--- src/rtl/irq_ctrl.sv ---
// Edge-triggered interrupt controller: latches request edges, raises a single
// non-nesting request to the decoder and tracks the source being serviced.
module irq_ctrl #(
   parameter int NSRC = 4
) (
   input  logic            clk,
   input  logic            reset,
   input  logic [NSRC-1:0] irq_in,
   input  logic            mask_we,
   input  logic [NSRC-1:0] mask_wdata,
   input  logic            ivec_we,
   input  logic [15:0]     ivec_wdata,
   input  logic [3:0]      dec_state,
   input  logic            reti,
   output logic            irq_r,
   output logic            in_service,
   output logic [1:0]      active_src,
   output logic [15:0]     vec_addr,
   output logic [NSRC-1:0] pending,
   output logic [NSRC-1:0] mask
);

   typedef enum logic [1:0] {IDLE, REQ, INSVC} state_t;

   state_t          state_q, state_d;
   logic            irq_r_q, irq_r_d;
   logic            in_service_q, in_service_d;
   logic [1:0]      active_src_q, active_src_d;
   logic [NSRC-1:0] pending_q, pending_d;
   logic [NSRC-1:0] mask_q, mask_d;
   logic [NSRC-1:0] prev_q, prev_d;
   logic [15:0]     ivec_q, ivec_d;

   logic [NSRC-1:0] rise;
   logic [NSRC-1:0] pm;
   logic [NSRC-1:0] clr;
   logic [1:0]      src;

   // Decisions use registered mask/pending only, so writes act a cycle later.
   assign rise = irq_in & ~prev_q;
   assign pm   = pending_q & mask_q;

   always_comb begin
      src = 2'd0;
      for (int i = NSRC - 1; i >= 0; i--) begin
         if (pm[i]) src = 2'(i);
      end
   end

   always_comb begin
      state_d      = state_q;
      irq_r_d      = irq_r_q;
      in_service_d = in_service_q;
      active_src_d = active_src_q;
      clr          = '0;
      unique case (state_q)
         IDLE: begin
            if (pm != '0) begin
               state_d = REQ;
               irq_r_d = 1'b1;
            end
         end
         REQ: begin
            if (pm == '0) begin
               state_d = IDLE;
               irq_r_d = 1'b0;
            end else if (dec_state == 4'd0) begin
               clr[src]     = 1'b1;
               active_src_d = src;
               in_service_d = 1'b1;
               irq_r_d      = 1'b0;
               state_d      = INSVC;
            end
         end
         INSVC: begin
            if (reti) begin
               state_d      = IDLE;
               in_service_d = 1'b0;
            end
         end
         default: begin
            state_d = IDLE;
            irq_r_d = 1'b0;
         end
      endcase
   end

   // A fresh edge on the bit being acknowledged keeps it pending.
   assign pending_d = (pending_q & ~clr) | rise;
   assign prev_d    = irq_in;
   assign mask_d    = mask_we ? mask_wdata : mask_q;
   assign ivec_d    = ivec_we ? ivec_wdata : ivec_q;

   always_ff @(posedge clk or negedge reset) begin
      if (!reset) begin
         state_q      <= IDLE;
         irq_r_q      <= 1'b0;
         in_service_q <= 1'b0;
         active_src_q <= 2'd0;
         pending_q    <= '0;
         mask_q       <= '0;
         prev_q       <= '0;
         ivec_q       <= 16'd0;
      end else begin
         state_q      <= state_d;
         irq_r_q      <= irq_r_d;
         in_service_q <= in_service_d;
         active_src_q <= active_src_d;
         pending_q    <= pending_d;
         mask_q       <= mask_d;
         prev_q       <= prev_d;
         ivec_q       <= ivec_d;
      end
   end

   assign irq_r      = irq_r_q;
   assign in_service = in_service_q;
   assign active_src = active_src_q;
   assign pending    = pending_q;
   assign mask       = mask_q;
   assign vec_addr   = ivec_q + {12'b0, active_src_q, 2'b00};

endmodule

--- config.mk ---
export PLATFORM = sky130hd
export DESIGN_NAME = irq_ctrl
export DESIGN_NICKNAME = d
export VERILOG_FILES = /design/src/rtl/irq_ctrl.sv
export SDC_FILE = /design/constraint.sdc
export NUM_CORES = 1
export LEC_CHECK = 0
export BUFFER_PORTS_ARGS = -buffer_cell sky130_fd_sc_hd__buf_2
export CORE_MARGIN = 2
export CORE_UTILIZATION = 50
export CTS_BUF_LIST = sky130_fd_sc_hd__clkbuf_2 sky130_fd_sc_hd__clkbuf_4 sky130_fd_sc_hd__clkbuf_8
export DETAILED_ROUTE_END_ITERATION = 12
export PLACE_DENSITY = 0.87
export SLEW_MARGIN = 0
export SYNTH_ARGS = -nofsm -noshare
export SYNTH_HDL_FRONTEND = slang
export SYNTH_SLANG_ARGS = --single-unit
--- constraint.sdc ---
create_clock -name clk -period 1.7 [get_ports clk]
set_input_delay 0.085 -clock clk [delete_from_list [all_inputs] [get_ports clk]]
set_output_delay 0.085 -clock clk [all_outputs]
set_load 0.02 [all_outputs]
==> results_tabular.tex, run 1 <==
\begin{tabular}{lr}
\hline
Metric & Value \\
\hline
\multicolumn{2}{l}{\textbf{Clock tree}} \\
Maximum count of clock buffers along a single path & 2 \\
Insertion delay of the later-clocked pin in the worst-skew pair & 0.32 ns \\
TritonCTS Buffers & 5 \\
Clock Pin Slew Worst Setup and Hold Paths & 0.10 ns \\
TritonCTS clock tree & done \\
H-Tree Depth & 2 \\
Clock sink count & 34 \\
Root Driver & sky130\_fd\_sc\_hd\_\_clkbuf\_4 \\
\multicolumn{2}{l}{\textbf{Power and ir drop}} \\
Power per cell area & 895 mW/mm2 \\
VDD IR-drop max & 0.596 mV \\
Static leakage & 1.17 nW \\
\multicolumn{2}{l}{\textbf{Global route}} \\
Vias in the first global route & 1389 \\
Antenna violations before repair & 0 \\
Wire length of the first global-routing pass & 5850 um \\
Total global-route track usage & 21.7\% \\
Largest net degree at the start of global routing & 35 \\
Total gr overflow & 0 \\
\multicolumn{2}{l}{\textbf{Detailed routing}} \\
Number of design rule violations left after detail routing & 0 \\
Detailed-routing iteration count for the pre-antenna-repair pass & 4 \\
Final WL & 4090 um \\
Via density per instance & 5.12 \\
Remaining number of nets flagged by the antenna check after routing & 0 \\
Total via count after detailed routing & 1418 \\
Drt initial violations & 36 \\
Wire length per cell & 14.7 um \\
\multicolumn{2}{l}{\textbf{Worst setup path}} \\
Required time of the worst setup path & 1.62 ns \\
CP Max Fanout & 5 \\
Reg-to-reg critical path endpoint & pending[3] \\
Reg-to-reg critical path startpoint & mask[0] \\
Worst setup SP type & flip-flop \\
Kind of end point of the critical path & output pin \\
Cell count of the worst reg-to-reg path & 4 \\
Internal reg-to-reg setup slack & 0.24 ns \\
Critical Path AT & 2.10 ns \\
Type of the worst setup path & reg -> out \\
\multicolumn{2}{l}{\textbf{Synthesis}} \\
Post-synthesis cell count & 132 \\
Total number of yosys warnings & 0 \\
Cell types occupying the most area after synthesis & sky130\_fd\_sc\_hd\_\_dfrtp\_1 (53\%), sky130\_fd\_sc\_hd\_\_mux2\_2 (13\%), sky130\_fd\_sc\_hd\_\_xor2\_1 (3.8\%) \\
Commonest cells in the netlist & sky130\_fd\_sc\_hd\_\_dfrtp\_1 (34), sky130\_fd\_sc\_hd\_\_mux2\_2 (19), sky130\_fd\_sc\_hd\_\_nand2\_1 (8) \\
Most common cell in the synthesized netlist & sky130\_fd\_sc\_hd\_\_dfrtp\_1 \\
Leading area contributor after synthesis & sky130\_fd\_sc\_hd\_\_dfrtp\_1 \\
Synth Area per Inst & 12.2 um2 \\
Post-synth top area share & 53.0\% \\
Net count after synthesis & 168 \\
Share of synthesized registers carrying an async set or reset & 100\% \\
Most used flip-flop cell after synthesis & sky130\_fd\_sc\_hd\_\_dfrtp\_1 \\
Synth cell types & 35 \\
Sequential area share after synthesis & 53.0\% \\
Netlist area before placement & 0.00161 mm2 \\
Flip-flop and latch count after synthesis & 34 \\
Number of enable flip-flop cells after synthesis & 0 \\
\multicolumn{2}{l}{\textbf{Placement}} \\
Detail Placement HPWL & 2570 um \\
Worst slack after detailed placement & -0.0523 ns \\
Gp weighted congestion & 0.807 \\
Count of input and output buffers & 60 \\
\multicolumn{2}{l}{\textbf{Timing}} \\
Final Skew & 0.00511 ns \\
Shortest period the worst path allows & 2.19 ns \\
Summed negative setup slack over all endpoints & -3.19 ns \\
Total count of hold-check failures in the final report & 0 \\
RSZ-0062 raised after global routing & true \\
Worst-margin pin slew & 0.710 ns \\
Worst slew margin relative to its limit & 52.7\% \\
Number of max-slew violations in the final report & 0 \\
Fraction of the cycle the final worst path needs & 129\% \\
Worst setup margin & -0.488 ns \\
Final setup violation count & 12 \\
Top achievable clock speed & 457 MHz \\
\multicolumn{2}{l}{\textbf{Die}} \\
Core Footprint & 0.00305 mm2 \\
Die Width & 60.7 um \\
Die area & 0.00368 mm2 \\
Number of rows in the core area & 20 \\
Initial core utilization & 52.6\% \\
Ports placed on the boundary & 61 \\
Chip height & 60.7 um \\
\multicolumn{2}{l}{\textbf{Status}} \\
Outcome & finished with violations \\
Violated checks & setup timing \\
\multicolumn{2}{l}{\textbf{Layout}} \\
\# nets final & 269 \\
Number of diodes added for antenna fixing & 0 \\
Growth of design area from synthesis to finish & 56.0\% \\
Share of post-route cells with drive strength above 1 & 52.8\% \\
Filler cell count in the final layout & 183 \\
\multicolumn{2}{l}{\textbf{Worst hold path}} \\
Start point of the worst hold path & ivec\_wdata[3] \\
Worst-case hold path end point & ivec\_q[3] \\
Worst min path class & in -> reg \\
Hold path depth & 2 \\
\multicolumn{2}{l}{\textbf{Flow run}} \\
Max Cap Violations & 0 \\
\hline
\end{tabular}
==> worst max-delay path, cell delays in order, from the launching register on <==
cell and delay (ns):
sky130_fd_sc_hd__dfrtp_2 0.44, sky130_fd_sc_hd__ha_4 0.26, sky130_fd_sc_hd__a21o_1 0.13, sky130_fd_sc_hd__nand4_1 0.12, sky130_fd_sc_hd__buf_6 0.17, sky130_fd_sc_hd__nor3_2 0.25
sky130_fd_sc_hd__xor2_2 0.22, sky130_fd_sc_hd__buf_4 0.17
==> metal layers <==
metal  GRT usage [%]  vias to the layer above  routed length (um)
met3            5.33                       13                 292
met4            7.14                        0                 113
li1                -                      657                   -
met2            40.1                       59                2180
met1            24.4                      689                1500
met5               0                        -                   0
==> final cells by class <==
| type | instances | area [um2] | share of cell area [%] |
|---|---|---|---|
| Timing Repair Buffer | 98 | 707 | 28.2 |
| Clock buffer | 7 | 52.6 | 2.10 |
| Multi-Input combinational cell | 87 | 813 | 32.5 |
| Inverter | 7 | 26.3 | 1.05 |
| Sequential cell | 34 | 852 | 34.0 |
| Tap cell | 44 | 55.1 | 2.20 |
==> metrics by stage <==
stage	utilization, %	total power, mW	cell area, um2	hold slack, ns	cells
after floorplan	-	1.39	1660	-0.211	132
after global placement	66.5	1.62	2030	0.172	238
after detailed placement	66.5	1.64	2030	0.190	238
after CTS	77.9	2.18	2380	0.00142	269
after global routing	82.1	2.38	2510	0.0269	277
final	82.1	2.24	2510	0.0424	277
==> cells by family (layout without fill, tap and decap cells) <==
kind of cell               Yosys count  after routing  synth area share [%]
xor gates and xnor gates            12             12                  6.54
muxes                               20             20                  14.3
buffers and inverters               11            112                  3.19
AOI/OAI and AO/OA                   17             17                  7.63
DFF                                 34             34                  53.0
adders and majority gates            3              3                  2.80
and+or+nand+nor                     35             35                  12.6
==> registers in the layout, indices dropped and copies added (netlist names) <==
register    count
in_service      1
ivec_q         16
mask            4
pending         4
active_src      2
state_q         2
prev_q          4
irq_r           1
==> placed cells by master (no fill, tap or decap), types with 4 or more instances in the layout <==
master,synthesis,layout
sky130_fd_sc_hd__buf_2,2,47
sky130_fd_sc_hd__buf_4,2,19
sky130_fd_sc_hd__buf_6,0,7
sky130_fd_sc_hd__clkbuf_4,0,7
sky130_fd_sc_hd__dfrtp_1,34,33
sky130_fd_sc_hd__dlygate4sd3_1,0,25
sky130_fd_sc_hd__inv_1,7,7
sky130_fd_sc_hd__mux2_2,19,19
sky130_fd_sc_hd__nand2_1,8,7
sky130_fd_sc_hd__nand4_1,5,5
sky130_fd_sc_hd__nor2_2,0,4
sky130_fd_sc_hd__xor2_2,0,4
==> power by group <==
part,internal (mW),total (mW),switching [mW]
combinational,0.420,0.803,0.383
sequential,0.902,1.00,0.103
clock,0.188,0.436,0.248
total,1.51,2.24,0.733
==> how the worst max path moves through the flow <==
stage,slack [ns],end,from,cells after the start
after floorplan,-0.004,vec_addr[13],active_src[1],5
after global placement,0.03,vec_addr[15],active_src[1],6
after detailed placement,-0.05,vec_addr[14],active_src[0],7
after CTS,-0.35,vec_addr[13],active_src[1],6
after global routing,-0.60,vec_addr[13],active_src[1],7
final,-0.49,vec_addr[13],active_src[1],7
==> timing repair <==
item | in CTS | in global routing
hold buffers | 22 | 3
buffers inserted | 2 | 5
hold endpoints to repair | 59 | 3
gates resized for setup | 19 | 14
setup endpoints to repair | 12 | 13
cloned | 0 | 0
pin swaps | 10 | 5
No activity file was read; power rests on OpenSTA's default activity.
==> run 2, diff against run 1 <==
--- a/config.mk
+++ b/config.mk
@@ -10,7 +10,9 @@
 export CORE_UTILIZATION = 50
 export CTS_BUF_LIST = sky130_fd_sc_hd__clkbuf_2 sky130_fd_sc_hd__clkbuf_4 sky130_fd_sc_hd__clkbuf_8
 export DETAILED_ROUTE_END_ITERATION = 12
+export MAX_ROUTING_LAYER = met4
 export PLACE_DENSITY = 0.87
+export RECOVER_POWER = 50
 export SLEW_MARGIN = 0
 export SYNTH_ARGS = -nofsm -noshare
 export SYNTH_HDL_FRONTEND = slang
==> results_tabular.tex, run 2 (synthesized netlist as in run 1, its figures left out) <==
\begin{tabular}{lr}
\hline
Metric & Value \\
\hline
\multicolumn{2}{l}{\textbf{Status}} \\
Outcome & finished with violations \\
Violated checks & setup timing \\
\multicolumn{2}{l}{\textbf{Layout}} \\
Most common cell after layout, fill and taps aside & sky130\_fd\_sc\_hd\_\_buf\_2 \\
Number of diodes added for antenna fixing & 0 \\
Growth of design area from synthesis to finish & 55.8\% \\
Largest register FFs & 16 \\
Top register by number of flip-flops & ivec\_q \\
\# nets final & 269 \\
Post-route cell area & 0.00250 mm2 \\
Share of post-route cells with drive strength above 1 & 51.5\% \\
Commonest non-fill, non-tap cells in the layout & sky130\_fd\_sc\_hd\_\_buf\_2 (43), sky130\_fd\_sc\_hd\_\_dfrtp\_1 (33), sky130\_fd\_sc\_hd\_\_dlygate4sd3\_1 (25) \\
\multicolumn{2}{l}{\textbf{Worst setup path}} \\
Critical Path Sink & vec\_addr[13] \\
Critical Path AT & 2.11 ns \\
CP Max Fanout & 5 \\
Type of the worst setup path & reg -> out \\
Required time of the worst setup path & 1.62 ns \\
Internal reg-to-reg setup slack & 0.24 ns \\
Reg-to-reg critical path startpoint & mask[0] \\
Sequence of cells on the critical path & ha\_4 -> a21o\_1 -> nand4\_1 -> buf\_6 -> nor3\_2 -> xor2\_2 -> buf\_4 \\
CP startpoint & active\_src[1] \\
Cell count of the worst reg-to-reg path & 4 \\
Slowest CP cell & sky130\_fd\_sc\_hd\_\_dfrtp\_2 \\
Kind of end point of the critical path & output pin \\
Worst setup SP type & flip-flop \\
Max incr delay on CP & 0.44 ns \\
Reg-to-reg critical path endpoint & pending[3] \\
\multicolumn{2}{l}{\textbf{Clock tree}} \\
TritonCTS clock tree & done \\
Insertion delay of the later-clocked pin in the worst-skew pair & 0.32 ns \\
H-Tree Depth & 2 \\
Root Driver & sky130\_fd\_sc\_hd\_\_clkbuf\_4 \\
Maximum count of clock buffers along a single path & 2 \\
Clock Pin Slew Worst Setup and Hold Paths & 0.10 ns \\
TritonCTS Buffers & 5 \\
Clock sink count & 34 \\
\multicolumn{2}{l}{\textbf{Die}} \\
Number of rows in the core area & 20 \\
Die area & 0.00368 mm2 \\
Ports placed on the boundary & 61 \\
Initial core utilization & 52.6\% \\
Die Width & 60.7 um \\
Chip height & 60.7 um \\
Core Footprint & 0.00305 mm2 \\
\multicolumn{2}{l}{\textbf{Timing}} \\
Total count of hold-check failures in the final report & 0 \\
Top achievable clock speed & 456 MHz \\
Worst slack on hold paths & 0.0403 ns \\
Fraction of the cycle the final worst path needs & 129\% \\
Number of max-slew violations in the final report & 0 \\
RSZ-0062 raised after global routing & true \\
Worst slew margin relative to its limit & 47.3\% \\
Worst-margin pin slew & 0.791 ns \\
Shortest period the worst path allows & 2.19 ns \\
Worst setup margin & -0.492 ns \\
Final setup violation count & 12 \\
Final Skew & 0.00449 ns \\
\multicolumn{2}{l}{\textbf{Worst hold path}} \\
Hold path depth & 2 \\
Worst min path class & in -> reg \\
Start point of the worst hold path & ivec\_wdata[3] \\
\multicolumn{2}{l}{\textbf{Detailed routing}} \\
Drt initial violations & 31 \\
Number of design rule violations left after detail routing & 0 \\
Remaining number of nets flagged by the antenna check after routing & 0 \\
Wire length per cell & 14.8 um \\
Final WL & 4090 um \\
Detailed-routing iteration count for the pre-antenna-repair pass & 4 \\
Via density per instance & 5.12 \\
Total via count after detailed routing & 1419 \\
\multicolumn{2}{l}{\textbf{Global route}} \\
Antenna violations before repair & 0 \\
Largest net degree at the start of global routing & 35 \\
Total global-route track usage & 22.4\% \\
Total gr overflow & 0 \\
Wire length of the first global-routing pass & 5840 um \\
Vias in the first global route & 1388 \\
\multicolumn{2}{l}{\textbf{Placement}} \\
Cell area after placement & 0.00203 mm2 \\
Gp weighted congestion & 0.818 \\
Detail Placement HPWL & 2570 um \\
Count of input and output buffers & 60 \\
\multicolumn{2}{l}{\textbf{Power and ir drop}} \\
Power per cell area & 896 mW/mm2 \\
Static leakage & 1.16 nW \\
VDD IR-drop max & 0.598 mV \\
\multicolumn{2}{l}{\textbf{Flow run}} \\
Max Cap Violations & 0 \\
\hline
\end{tabular}
## run 2: cell count changes in the layout (fill, tap and decap cells not counted)
cell                       previous run  this run
sky130_fd_sc_hd__clkbuf_2             0         1
sky130_fd_sc_hd__clkbuf_1             0         3
sky130_fd_sc_hd__buf_2               47        43
## run 2: layer usage
layer	up-vias	share of wire (%)	GRT usage [%]
li1	655	-	-
met4	0	2.5	7.14
met5	-	0	-
met2	67	54	40.1
met1	686	36	24.6
met3	11	7.3	4.90
## run 2: cell type report
class | instances | area, um2
clock buffer | 7 | 52.6
fill | 186 | 551
inverter | 7 | 26.3
multi-input combinational | 87 | 813
sequential | 34 | 852
tap | 44 | 55.1
timing repair buffer | 98 | 703
## run 2: metrics by stage
step / setup WS (ns) / setup TNS, ns / power (mW) / cells / util [%]
floorplan: -0.00364 / -0.0112 / 1.39 / 132 / -
global placement: 0.0285 / 0 / 1.62 / 238 / 66.5
detailed placement: -0.0523 / -0.148 / 1.64 / 238 / 66.5
CTS: -0.345 / -2.96 / 2.18 / 269 / 77.9
global route: -0.600 / -4.48 / 2.38 / 277 / 82.0
finish: -0.492 / -3.18 / 2.24 / 277 / 82.0
## run 2: repair_timing
action / CTS / global route
endpoints found under the hold margin: 59 / 3
setup endpoints to repair: 12 / 13
buffers inserted: 2 / 5
hold buffers: 22 / 3
pin swaps: 10 / 5
resized for setup: 19 / 14
## run 2: worst min path at each step
stage          slack [ns]             to
6_report             0.04      ivec_q[3]
5_1_grt              0.03      ivec_q[3]
4_1_cts             0.001     ivec_q[12]
3_5_place_dp         0.19          irq_r
3_3_place_gp         0.17      prev_q[3]
2_1_floorplan       -0.21  active_src[0]
## run 2: worst max-delay path: cells and delay by family, from the launching register on
kind / cells / cell delay, ns
DFF: 1 / 0.44
and+or+nand+nor: 2 / 0.38
buffers and inverters: 2 / 0.34
adders and majority gates: 1 / 0.26
xor gates and xnor gates: 1 / 0.22
AOI/OAI and AO/OA: 1 / 0.13
## run 2: power by group
part	switching (mW)	total (mW)	internal (mW)	leakage [nW]
logic	0.384	0.802	0.419	0.742
registers	0.103	1.00	0.902	0.387
clock network	0.247	0.435	0.188	0.0322
==> run 3, diff against run 2 <==
==> constraint.sdc (replaced) <==
create_clock -name clk -period 1.7 [get_ports clk]
set_input_delay 0.17 -clock clk [delete_from_list [all_inputs] [get_ports clk]]
set_output_delay 0.17 -clock clk [all_outputs]
set_load 0.02 [all_outputs]
==> results_tabular.tex, run 3 (synthesized netlist as in run 1, its figures left out) <==
\begin{tabular}{lr}
\hline
Metric & Value \\
\hline
\multicolumn{2}{l}{\textbf{Status}} \\
Outcome & finished with violations \\
Violated checks & setup timing \\
\multicolumn{2}{l}{\textbf{Global route}} \\
Total gr overflow & 0 \\
Wire length of the first global-routing pass & 5610 um \\
Largest net degree at the start of global routing & 35 \\
Antenna violations before repair & 0 \\
Total global-route track usage & 21.8\% \\
Vias in the first global route & 1337 \\
\multicolumn{2}{l}{\textbf{Clock tree}} \\
Maximum count of clock buffers along a single path & 2 \\
Clock Pin Slew Worst Setup and Hold Paths & 0.11 ns \\
H-Tree Depth & 2 \\
TritonCTS clock tree & done \\
Insertion delay of the later-clocked pin in the worst-skew pair & 0.34 ns \\
Clock sink count & 34 \\
TritonCTS Buffers & 5 \\
Root Driver & sky130\_fd\_sc\_hd\_\_clkbuf\_4 \\
\multicolumn{2}{l}{\textbf{Timing}} \\
Top achievable clock speed & 478 MHz \\
RSZ-0062 raised after global routing & true \\
Summed negative setup slack over all endpoints & -3.69 ns \\
Total count of hold-check failures in the final report & 0 \\
Number of max-slew violations in the final report & 0 \\
Shortest period the worst path allows & 2.09 ns \\
Worst slew margin relative to its limit & 46.3\% \\
Fraction of the cycle the final worst path needs & 123\% \\
Worst setup margin & -0.392 ns \\
Final setup violation count & 13 \\
Worst-margin pin slew & 0.805 ns \\
Final Skew & 0.00576 ns \\
\multicolumn{2}{l}{\textbf{Power and ir drop}} \\
Static leakage & 1.06 nW \\
Net switching component of the power & 0.749 mW \\
Net switching share of the total power & 33.8\% \\
VDD IR-drop max & 0.650 mV \\
Proportion of power drawn by flip-flops and latches & 45.3\% \\
Internal power component & 1.47 mW \\
Power per cell area & 967 mW/mm2 \\
Clk network pwr share & 21.6\% \\
Portion of total power attributed to combinational logic & 33.2\% \\
\multicolumn{2}{l}{\textbf{Worst setup path}} \\
Worst path buffer plus inverter count & 3 \\
Required time of the worst setup path & 1.53 ns \\
Type of the worst setup path & reg -> out \\
Critical Path AT & 1.92 ns \\
Kind of end point of the critical path & output pin \\
Worst setup SP type & flip-flop \\
Critical path's most frequent cell & sky130\_fd\_sc\_hd\_\_buf\_4 \\
Kind of cell adding the most delay to the critical path & flip-flops \\
Max incr delay on CP & 0.45 ns \\
Slowest CP cell & sky130\_fd\_sc\_hd\_\_dfrtp\_2 \\
CP Max Fanout & 3 \\
Sequence of cells on the critical path & buf\_4 -> fa\_2 -> nand4\_1 -> buf\_4 -> nor2\_2 -> xor2\_2 -> buf\_6 \\
\multicolumn{2}{l}{\textbf{Flow run}} \\
Max Cap Violations & 0 \\
\multicolumn{2}{l}{\textbf{Detailed routing}} \\
Via density per instance & 5.06 \\
Final WL & 3600 um \\
Remaining number of nets flagged by the antenna check after routing & 0 \\
Detailed-routing iteration count for the pre-antenna-repair pass & 4 \\
Wire length per cell & 14.2 um \\
Drt initial violations & 28 \\
Total via count after detailed routing & 1286 \\
Number of design rule violations left after detail routing & 0 \\
\multicolumn{2}{l}{\textbf{Placement}} \\
Gp weighted congestion & 0.833 \\
Count of input and output buffers & 60 \\
Cell area after placement & 0.00207 mm2 \\
Detail Placement HPWL & 2730 um \\
Worst slack after detailed placement & -0.122 ns \\
\multicolumn{2}{l}{\textbf{Layout}} \\
Growth of design area from synthesis to finish & 42.8\% \\
Most common cell after layout, fill and taps aside & sky130\_fd\_sc\_hd\_\_buf\_2 \\
Post-Route Utilization & 75.1\% \\
\# nets final & 245 \\
Largest register FFs & 16 \\
Post-route cell area & 0.00229 mm2 \\
Commonest non-fill, non-tap cells in the layout & sky130\_fd\_sc\_hd\_\_buf\_2 (43), sky130\_fd\_sc\_hd\_\_dfrtp\_1 (32), sky130\_fd\_sc\_hd\_\_mux2\_2 (19) \\
Top register by number of flip-flops & ivec\_q \\
Share of post-route cells with drive strength above 1 & 55.2\% \\
Number of diodes added for antenna fixing & 0 \\
\multicolumn{2}{l}{\textbf{Die}} \\
Initial core utilization & 52.6\% \\
Ports placed on the boundary & 61 \\
Chip height & 60.7 um \\
Die area & 0.00368 mm2 \\
Number of rows in the core area & 20 \\
Die Width & 60.7 um \\
Core Footprint & 0.00305 mm2 \\
\multicolumn{2}{l}{\textbf{Worst hold path}} \\
Worst min path class & in -> reg \\
\hline
\end{tabular}
-- run 3: power by group through the flow --
stage / combinational, mW / sequential [mW] / clock [mW]
global placement: 0.634 / 0.996 / 0
global route: 0.786 / 1.02 / 0.532
floorplan: 0.353 / 1.06 / 0
CTS: 0.722 / 1.00 / 0.492
finish: 0.735 / 1.00 / 0.478
detailed placement: 0.653 / 1.01 / 0
-- run 3: timing repair --
| item | CTS | global route |
|---|---|---|
| hold endpoints to repair | 38 | 0 |
| gates resized for setup | 13 | 15 |
| setup endpoints to repair | 13 | 13 |
| buffers inserted | 1 | 1 |
| pin swaps | 9 | 4 |
| hold buffers | 5 | 0 |
-- run 3: layout make-up --
| type | count | area [um2] |
|---|---|---|
| Clock inverter | 2 | 12.5 |
| Clock buffer | 6 | 51.3 |
| Tap cell | 44 | 55.1 |
| Inverter | 7 | 26.3 |
| Timing Repair Buffer | 74 | 465 |
| Fill cell | 227 | 759 |
| Multi-Input combinational cell | 87 | 830 |
| Sequential cell | 34 | 853 |
-- run 3: path summary, 6_finish.rpt --
path,startpoint,endpoint,slack [ns],cells past startpoint
worst max-delay path,active_src[1],vec_addr[10],-0.39,7
worst min-delay path,reti,state_q[1],0.03,2
worst max register to register,mask[0],pending[3],0.17,4
worst min register to register,prev_q[2],pending[2],0.43,1
max in group asynchronous,reset,active_src[0],0.71,2
min in group asynchronous,reset,prev_q[2],0.44,2
-- run 3: routing by layer --
layer / vias up / global-route usage [%] / wire (um)
met3: 6 / 6.82 / 273
met4: 0 / 7.14 / 44
met2: 58 / 39.0 / 1980
li1: 605 / - / -
met1: 617 / 22.6 / 1300
met5: - / - / 0
-- run 3: metrics by stage --
| stage | cells | hold slack (ns) | total power, mW |
|---|---|---|---|
| floorplan | 132 | -0.126 | 1.41 |
| global placement | 239 | 0.256 | 1.63 |
| detailed placement | 239 | 0.268 | 1.66 |
| CTS | 253 | 0.0167 | 2.22 |
| global route | 254 | 0.0215 | 2.33 |
| finish | 254 | 0.0261 | 2.22 |
